## config.mk

```make
export PLATFORM = sky130hd
export DESIGN_NAME = score_overlay_gen_flat
export DESIGN_NICKNAME = d
export VERILOG_FILES = /design/src/rtl/score_overlay_gen_if.sv /design/src/rtl/score_overlay_gen.sv /design/src/flat_wrapper.sv
export SDC_FILE = /design/constraint.sdc
export NUM_CORES = 1
export LEC_CHECK = 0
export BUFFER_PORTS_ARGS = -buffer_cell sky130_fd_sc_hd__buf_2
export CAP_MARGIN = 20
export CORE_MARGIN = 3
export CORE_UTILIZATION = 55
export DETAILED_ROUTE_END_ITERATION = 7
export PLACE_DENSITY = 0.76
export SLEW_MARGIN = 40
export SYNTH_ARGS = -nofsm -noshare
export SYNTH_HDL_FRONTEND = slang
export SYNTH_SLANG_ARGS = --single-unit
```

## constraint.sdc

```tcl
create_clock -name clk -period 3.35 [get_ports clk]
set_input_delay 1.005 -clock clk [delete_from_list [all_inputs] [get_ports clk]]
set_output_delay 1.005 -clock clk [all_outputs]
set_load 0.01 [all_outputs]
```

## src/rtl/score_overlay_gen_if.sv

```systemverilog
// Score overlay bus: score capture strobes, pixel coordinates in, overlay pixel and status out.
interface score_overlay_gen_if #(
  parameter int unsigned SCORE_W = 14
);
  logic [SCORE_W-1:0] score;
  logic               score_valid;
  logic               frame_start;
  logic [9:0]         x_pixel;
  logic [9:0]         y_pixel;
  logic [11:0]        score_text;
  logic               text_on;
  logic               busy;

  // Driver side: the video timing / game logic that feeds the renderer.
  modport master (
    output score, score_valid, frame_start, x_pixel, y_pixel,
    input  score_text, text_on, busy
  );

  // Renderer side.
  modport slave (
    input  score, score_valid, frame_start, x_pixel, y_pixel,
    output score_text, text_on, busy
  );
endinterface

```

## src/rtl/score_overlay_gen.sv

```systemverilog
// On-screen score renderer. A binary score is clamped and latched. At most once per frame it is
// converted to BCD by a sequential double-dabble engine. The result is drawn from an 8x8 font,
// scaled by 2^SCALE_LOG2, with leading zeros blanked, through a 2-stage registered pixel pipeline.
// Optional: define SCORE_BLINK_EN to blink the digits for 24 frames after the value changes.
module score_overlay_gen #(
  parameter int unsigned SCORE_W    = 14,
  parameter int unsigned DIGITS     = 4,
  parameter int unsigned TEXT_X     = 500,
  parameter int unsigned TEXT_Y     = 400,
  parameter int unsigned SCALE_LOG2 = 0,
  parameter logic [11:0] FG_COLOR   = 12'hFFF
) (
  input  logic                clk,
  input  logic                reset_n,
  score_overlay_gen_if.slave  bus
);

  function automatic int unsigned pow10(input int unsigned n);
    int unsigned r;
    r = 1;
    for (int unsigned i = 0; i < n; i++) r = r * 10;
    return r;
  endfunction

  localparam int unsigned BcdW  = 4 * DIGITS;
  localparam int unsigned CntW  = $clog2(SCORE_W + 1);
  localparam int unsigned CellW = 8 << SCALE_LOG2;
  localparam logic [SCORE_W-1:0] MaxScore = SCORE_W'(pow10(DIGITS) - 1);
  localparam logic [10:0] XLo  = 11'(TEXT_X);
  localparam logic [10:0] YLo  = 11'(TEXT_Y);
  localparam logic [10:0] BoxW = 11'(DIGITS * CellW);
  localparam logic [10:0] BoxH = 11'(CellW);

  typedef enum logic [1:0] {StIdle, StConvert, StDone} state_e;

  state_e              state_q, state_d;
  logic [CntW-1:0]     cnt_q, cnt_d;
  logic [SCORE_W-1:0]  bin_q, bin_d;
  logic [BcdW-1:0]     bcd_q, bcd_d;
  logic [BcdW-1:0]     disp_q, disp_d;
  logic [SCORE_W-1:0]  pending_q, pending_d;
  logic                dirty_q, dirty_d;
  logic [SCORE_W-1:0]  score_clamped;
  logic [BcdW-1:0]     adj;
  logic [BcdW+SCORE_W-1:0] shifted;
  logic                gate;

  assign score_clamped = (bus.score > MaxScore) ? MaxScore : bus.score;
  assign bus.busy      = (state_q != StIdle);

  // Conversion FSM and capture registers.
  always_ff @(posedge clk or negedge reset_n) begin
    if (!reset_n) begin
      state_q   <= StIdle;
      cnt_q     <= '0;
      bin_q     <= '0;
      bcd_q     <= '0;
      disp_q    <= '0;
      pending_q <= '0;
      dirty_q   <= 1'b0;
    end else begin
      state_q   <= state_d;
      cnt_q     <= cnt_d;
      bin_q     <= bin_d;
      bcd_q     <= bcd_d;
      disp_q    <= disp_d;
      pending_q <= pending_d;
      dirty_q   <= dirty_d;
    end
  end

  // Next-state: capture, frame-start launch, add-3-then-shift steps, result commit.
  always_comb begin
    state_d   = state_q;
    cnt_d     = cnt_q;
    bin_d     = bin_q;
    bcd_d     = bcd_q;
    disp_d    = disp_q;
    pending_d = pending_q;
    dirty_d   = dirty_q;
    adj       = bcd_q;
    shifted   = '0;

    // A score arriving while busy waits in pending for the next frame.
    if (bus.score_valid) begin
      pending_d = score_clamped;
      dirty_d   = 1'b1;
    end

    unique case (state_q)
      StIdle: begin
        if (bus.frame_start && (dirty_q || bus.score_valid)) begin
          // A coincident strobe bypasses pending and is consumed right away.
          bin_d   = bus.score_valid ? score_clamped : pending_q;
          bcd_d   = '0;
          cnt_d   = '0;
          dirty_d = 1'b0;
          state_d = StConvert;
        end
      end
      StConvert: begin
        for (int i = 0; i < int'(DIGITS); i++) begin
          if (bcd_q[4*i +: 4] >= 4'd5) adj[4*i +: 4] = bcd_q[4*i +: 4] + 4'd3;
        end
        shifted        = {adj, bin_q} << 1;
        {bcd_d, bin_d} = shifted;
        cnt_d          = cnt_q + 1'b1;
        if (cnt_q == CntW'(SCORE_W - 1)) state_d = StDone;
      end
      StDone: begin
        disp_d  = bcd_q;
        state_d = StIdle;
      end
      default: state_d = StIdle;
    endcase
  end

`ifdef SCORE_BLINK_EN
  logic [4:0] blink_q, blink_d;

  // Blink frame counter: reloaded when a new value is committed, counts down per frame.
  always_ff @(posedge clk or negedge reset_n) begin
    if (!reset_n) blink_q <= '0;
    else          blink_q <= blink_d;
  end

  // Counter next-state; a commit takes priority over the frame decrement.
  always_comb begin
    blink_d = blink_q;
    if (bus.frame_start && (blink_q != 5'd0)) blink_d = blink_q - 5'd1;
    if ((state_q == StDone) && (bcd_q != disp_q)) blink_d = 5'd24;
  end

  assign gate = (blink_q != 5'd0) && blink_q[2];
`else
  assign gate = 1'b0;
`endif

  // Render stage 1: box test and glyph coordinates, all relative to the box origin.
  logic [10:0] dx, dy;
  logic        in_box_d, in_box_q;
  logic [2:0]  digit_d, digit_q, row_d, row_q, col_d, col_q;

  always_comb begin
    dx       = {1'b0, bus.x_pixel} - XLo;
    dy       = {1'b0, bus.y_pixel} - YLo;
    in_box_d = ({1'b0, bus.x_pixel} >= XLo) && (dx < BoxW) &&
               ({1'b0, bus.y_pixel} >= YLo) && (dy < BoxH);
    digit_d  = 3'(dx >> (3 + SCALE_LOG2));
    col_d    = 3'(dx >> SCALE_LOG2);
    row_d    = 3'(dy >> SCALE_LOG2);
  end

  // Stage 1 pipeline registers.
  always_ff @(posedge clk or negedge reset_n) begin
    if (!reset_n) begin
      in_box_q <= 1'b0;
      digit_q  <= '0;
      row_q    <= '0;
      col_q    <= '0;
    end else begin
      in_box_q <= in_box_d;
      digit_q  <= digit_d;
      row_q    <= row_d;
      col_q    <= col_d;
    end
  end

  // Glyph rows, row 0 in the top byte; row 7 is the inter-line gap.
  function automatic logic [7:0] font_row(input logic [3:0] d, input logic [2:0] r);
    logic [63:0] g;
    case (d)
      4'd0:    g = 64'h3C666E7666663C00;
      4'd1:    g = 64'h1838181818187E00;
      4'd2:    g = 64'h3C66060C30607E00;
      4'd3:    g = 64'h3C66061C06663C00;
      4'd4:    g = 64'h0C1C3C6C7E0C0C00;
      4'd5:    g = 64'h7E607C0606663C00;
      4'd6:    g = 64'h3C60607C66663C00;
      4'd7:    g = 64'h7E060C1830303000;
      4'd8:    g = 64'h3C66663C66663C00;
      4'd9:    g = 64'h3C66663E060C3800;
      default: g = 64'h0;
    endcase
    return g[8*(7 - int'(r)) +: 8];
  endfunction

  // Stage 2: digit select, leading-zero blanking, font lookup and gating.
  logic [DIGITS-1:0] blank_digit;
  logic              zero_run;
  logic [3:0]        nib;
  logic              blank;
  logic [7:0]        glyph;
  logic              lit;

  always_comb begin
    zero_run    = 1'b1;
    blank_digit = '0;
    nib         = '0;
    blank       = 1'b0;
    for (int i = 0; i < int'(DIGITS); i++) begin
      zero_run       = zero_run && (disp_q[4*(int'(DIGITS)-1-i) +: 4] == 4'd0);
      blank_digit[i] = zero_run && (i != int'(DIGITS) - 1);
      if (digit_q == 3'(i)) begin
        nib   = disp_q[4*(int'(DIGITS)-1-i) +: 4];
        blank = blank_digit[i];
      end
    end
    glyph = font_row(nib, row_q);
    lit   = in_box_q && !blank && glyph[3'd7 - col_q] && !gate;
  end

  logic [11:0] text_q;
  logic        on_q;

  // Stage 2 output registers.
  always_ff @(posedge clk or negedge reset_n) begin
    if (!reset_n) begin
      text_q <= '0;
      on_q   <= 1'b0;
    end else begin
      text_q <= lit ? FG_COLOR : 12'h000;
      on_q   <= lit;
    end
  end

  assign bus.score_text = text_q;
  assign bus.text_on    = on_q;

endmodule

```

## src/flat_wrapper.sv

```systemverilog
// flat-port wrapper written by rule: the top's interface ports become plain ports
module score_overlay_gen_flat 
#(
  parameter int unsigned SCORE_W    = 14,
  parameter int unsigned DIGITS     = 4,
  parameter int unsigned TEXT_X     = 500,
  parameter int unsigned TEXT_Y     = 400,
  parameter int unsigned SCALE_LOG2 = 0,
  parameter logic [11:0] FG_COLOR   = 12'hFFF
)
  (clk, reset_n, bus_score, bus_score_valid, bus_frame_start, bus_x_pixel, bus_y_pixel, bus_score_text, bus_text_on, bus_busy);
  score_overlay_gen_if #(.SCORE_W(SCORE_W)) bus_i ();
  input  logic clk;
  input  logic reset_n;
  input wire logic [$bits(bus_i.score)-1:0] bus_score;
  input wire logic [$bits(bus_i.score_valid)-1:0] bus_score_valid;
  input wire logic [$bits(bus_i.frame_start)-1:0] bus_frame_start;
  input wire logic [$bits(bus_i.x_pixel)-1:0] bus_x_pixel;
  input wire logic [$bits(bus_i.y_pixel)-1:0] bus_y_pixel;
  output wire logic [$bits(bus_i.score_text)-1:0] bus_score_text;
  output wire logic [$bits(bus_i.text_on)-1:0] bus_text_on;
  output wire logic [$bits(bus_i.busy)-1:0] bus_busy;
  assign bus_i.score = bus_score;
  assign bus_i.score_valid = bus_score_valid;
  assign bus_i.frame_start = bus_frame_start;
  assign bus_i.x_pixel = bus_x_pixel;
  assign bus_i.y_pixel = bus_y_pixel;
  assign bus_score_text = bus_i.score_text;
  assign bus_text_on = bus_i.text_on;
  assign bus_busy = bus_i.busy;
  score_overlay_gen #(.SCORE_W(SCORE_W), .DIGITS(DIGITS), .TEXT_X(TEXT_X), .TEXT_Y(TEXT_Y), .SCALE_LOG2(SCALE_LOG2), .FG_COLOR(FG_COLOR)) u_core (.clk(clk), .reset_n(reset_n), .bus(bus_i));
endmodule
```

==> run_results.csv <==
group,metric,value,unit
cts,cts-htree-levels,3,
worst_setup_path,reg2reg_to,"u_core.bus.score_text[10]",
cts,cts_setup_buffers,0,
global_routing,grt_pass1_wl,17100,microns
cts,cts_tree,"yes",
cts,clk_pin_slew,0.08,ns
placement,port_buffers,51,
timing,period_share,89.5,%
die,core_area,7890,sq um
timing,setup_slack,0.353,ns
drt,met1_length,4510,microns
worst_setup_path,crit_type,"reg2reg",
worst_setup_path,arrival,3.21,ns
drt,drt-total-wl,10200,microns
drt,via_count,3677,
synth,yosysMostFrequentCell,"dfrtp_1",
worst_setup_path,rr_startpoint,"u_core.digit_q[0]",
placement,routabilityCongestion,0.918,
die,pin_count,52,
timing,skew,0.00712,ns
cts,cts.sinks,78,
placement,dp_slack,0.399,ns
global_routing,grt.overflow.total,0,
timing,slew_headroom,54.2,%
timing,final-hold-violation-count,0,
timing,fin_setup_tns,0,ns
synth,synth_common_cells,"dfrtp_1 (78), nand2_1 (41), inv_1 (28), o21ai_0 (26)",
synth,synth_area_leaders,"dfrtp_1 (43%), ha_1 (5.2%), nand2_1 (3.4%)",
placement,place_hpwl,7060,microns
drt,drc,0,
min_path,hp-start,"u_core.pending_q[8]",
die,die_h,97.2,microns
final_layout,final_core_util,63.0,%
cts,clk-insertion-delay-late,0.35,ns
drt,met3_length,570,microns
synth,mappedNetlistArea,4580,sq um
final_layout,nets,553,
min_path,hold_end,"u_core.pending_q[8]",
cts,root_buffer,"clkbuf_8",
timing,drv_slew,0,
global_routing,grt_usage,22.0,%
synth,postSynthAreaPerCell,9.74,sq um
final_layout,areaGrowthSynthToFinish,8.61,%
die,die_w,97.2,microns
cts,cts_buffer_depth,2,
drt,firstDrtPassIters,5,
die,core.rowCount,32,
synth,ys_seq_area_share,42.6,%
die,dieArea,9450,sq um
synth,synth_cell_types,64,
synth,synth.net_count,527,
drt,ant_nets,0,
cts,cts_inserted_buffers,9,
synth,synth_flop_cell,"dfrtp_1",
synth,synthArstFlopShare,100,%
worst_setup_path,cp-start-kind,"register",
global_routing,grt_pass1_vias,3551,
pwr,cellLeakagePower,2.33,nW
worst_setup_path,crit_required,3.56,ns
final_layout,antenna_cells,0,
drt,highest_layer,"met4",
synth,synth_top_area_share,42.6,%
drt,avgRoutedWirePerCell,16.9,microns
global_routing,grt_antenna_before_repair,0,
cts,hold_buffers,0,
outcome,outcome,"completed",
final_layout,drive_above_1_share,19.6,%
synth,ys_warn_count,0,
die,initial_utilization,58.0,%
worst_setup_path,ff2ff_setup_slack,0.35,ns
cts,cts_resized,0,
timing,tightestPinTransition,0.687,ns
drt,drtIter0Drc,241,
worst_setup_path,endpoint_kind,"register",
worst_setup_path,worstPathMaxFanout,9,
synth,synth-edff-count,0,
timing,max_freq,334,MHz
pwr,power_density,695,nW/um^2
timing,setup_viol,0,
synth,synth_seq_cells,78,
pwr,peakVddDrop,0.000515,V
flow_run,cap_viol_max_count,0,
min_path,holdPathStages,1,
drt,viasPerCell,6.10,
drt,route.met2.wl,4820,microns
worst_setup_path,worstRegToRegCells,9,
synth,synthCells,470,
timing,fin_crit,3.00,ns
timing,rsz0062_at_grt,"false",
pwr,total_power,0.00346,W
synth,yosysTopAreaCell,"dfrtp_1",
global_routing,grt_max_degree,79,
min_path,hold_class,"reg2reg",
-- where the power goes --
group | switching (W) | internal [W] | total, W | leakage, nW
clock | 0.000348 | 0.000367 | 0.000715 | 0.104
combinational | 0.000745 | 0.000582 | 0.00133 | 1.24
sequential | 0.000206 | 0.00121 | 0.00141 | 0.988
-- layout by cell type, fill, tap and decap left out, types with 5 or more instances in the layout --
cell,Yosys,layout
nor2_1,23,23
inv_1,28,28
o22ai_1,8,8
buf_4,15,7
nor3_1,10,10
a21o_1,14,14
buf_2,5,50
mux2_2,12,12
and2_1,5,5
a22o_1,12,12
nand2b_1,7,6
dfrtp_1,78,78
clkbuf_8,0,10
o21ai_0,26,26
o22a_1,7,7
ha_1,19,19
o31ai_1,7,7
a21oi_1,23,23
nand3_1,8,8
a211oi_1,8,8
nand2_1,41,41
xnor2_1,7,7
mux2i_1,7,7
-- worst max-delay path: stages (launching register included) --
cell,delay [ns]
dfrtp_1,0.53
mux4_2,0.59
and2_1,0.29
ha_1,0.38
a21boi_0,0.35
nor2_1,0.08
a221oi_1,0.27
o21ai_0,0.15
o211ai_1,0.11
o221ai_2,0.12
-- cell type report --
class                           count  area (sq um)
Tap cell                          102           128
Timing Repair Buffer               58           314
Inverter                           31           118
Clock buffer                       11           141
Clock inverter                      5          57.6
Multi-Input combinational cell    318          2260
Fill cell                         661          2920
Sequential cell                    78          1950
-- through the flow --
step / instance area [sq um] / std cells / hold slack [ns]
CTS: 4970 / 603 / 0.510
floorplan: 4580 / 470 / 0.445
global placement: 4770 / 587 / 0.480
detailed placement: 4770 / 587 / 0.492
global route: 4970 / 603 / 0.519
finish: 4970 / 603 / 0.509
-- cell families (layout without fill, tap and decap cells) --
family / after synthesis / count (layout) / share of synthesized area (%)
AOI/OAI and AO/OA: 150 / 150 / 23.8
and+or+nand+nor: 116 / 116 / 12.3
DFF: 78 / 78 / 42.6
buffers and inverters: 74 / 105 / 8.01
muxes: 22 / 22 / 5.96
adders and majority gates: 19 / 19 / 5.19
xor gates and xnor gates: 11 / 11 / 2.10
-- flip-flops by register name (all words and copies together), names as in the netlist --
name and flops:
u_core.bcd_q 16, u_core.disp_q 16, u_core.bin_q 14, u_core.pending_q 14, u_core.cnt_q 4, u_core.col_q 3, u_core.digit_q 3, u_core.row_q 3
u_core.state_q 2, u_core.bus.score_text 1, u_core.dirty_q 1, u_core.in_box_q 1
-- worst max-delay path by stage --
stage	endpoint	from	slack [ns]
2_1_floorplan	u_core.bin_q[11]	bus_score_valid	0.71
3_3_place_gp	u_core.bus.score_text[10]	u_core.digit_q[0]	0.44
3_5_place_dp	u_core.bus.score_text[10]	u_core.digit_q[0]	0.40
4_1_cts	u_core.bus.score_text[10]	u_core.digit_q[0]	0.37
5_1_grt	u_core.bus.score_text[10]	u_core.digit_q[0]	0.11
6_report	u_core.bus.score_text[10]	u_core.digit_q[0]	0.35
-- per-layer routing --
layer | vias up | track usage, %
li1 | 1760 | -
met1 | 1765 | 29.7
met2 | 128 | 34.6
met3 | 24 | 4.31
met4 | 0 | 9.48
met5 | - | 0
No activity file was read; power rests on OpenSTA's default activity.
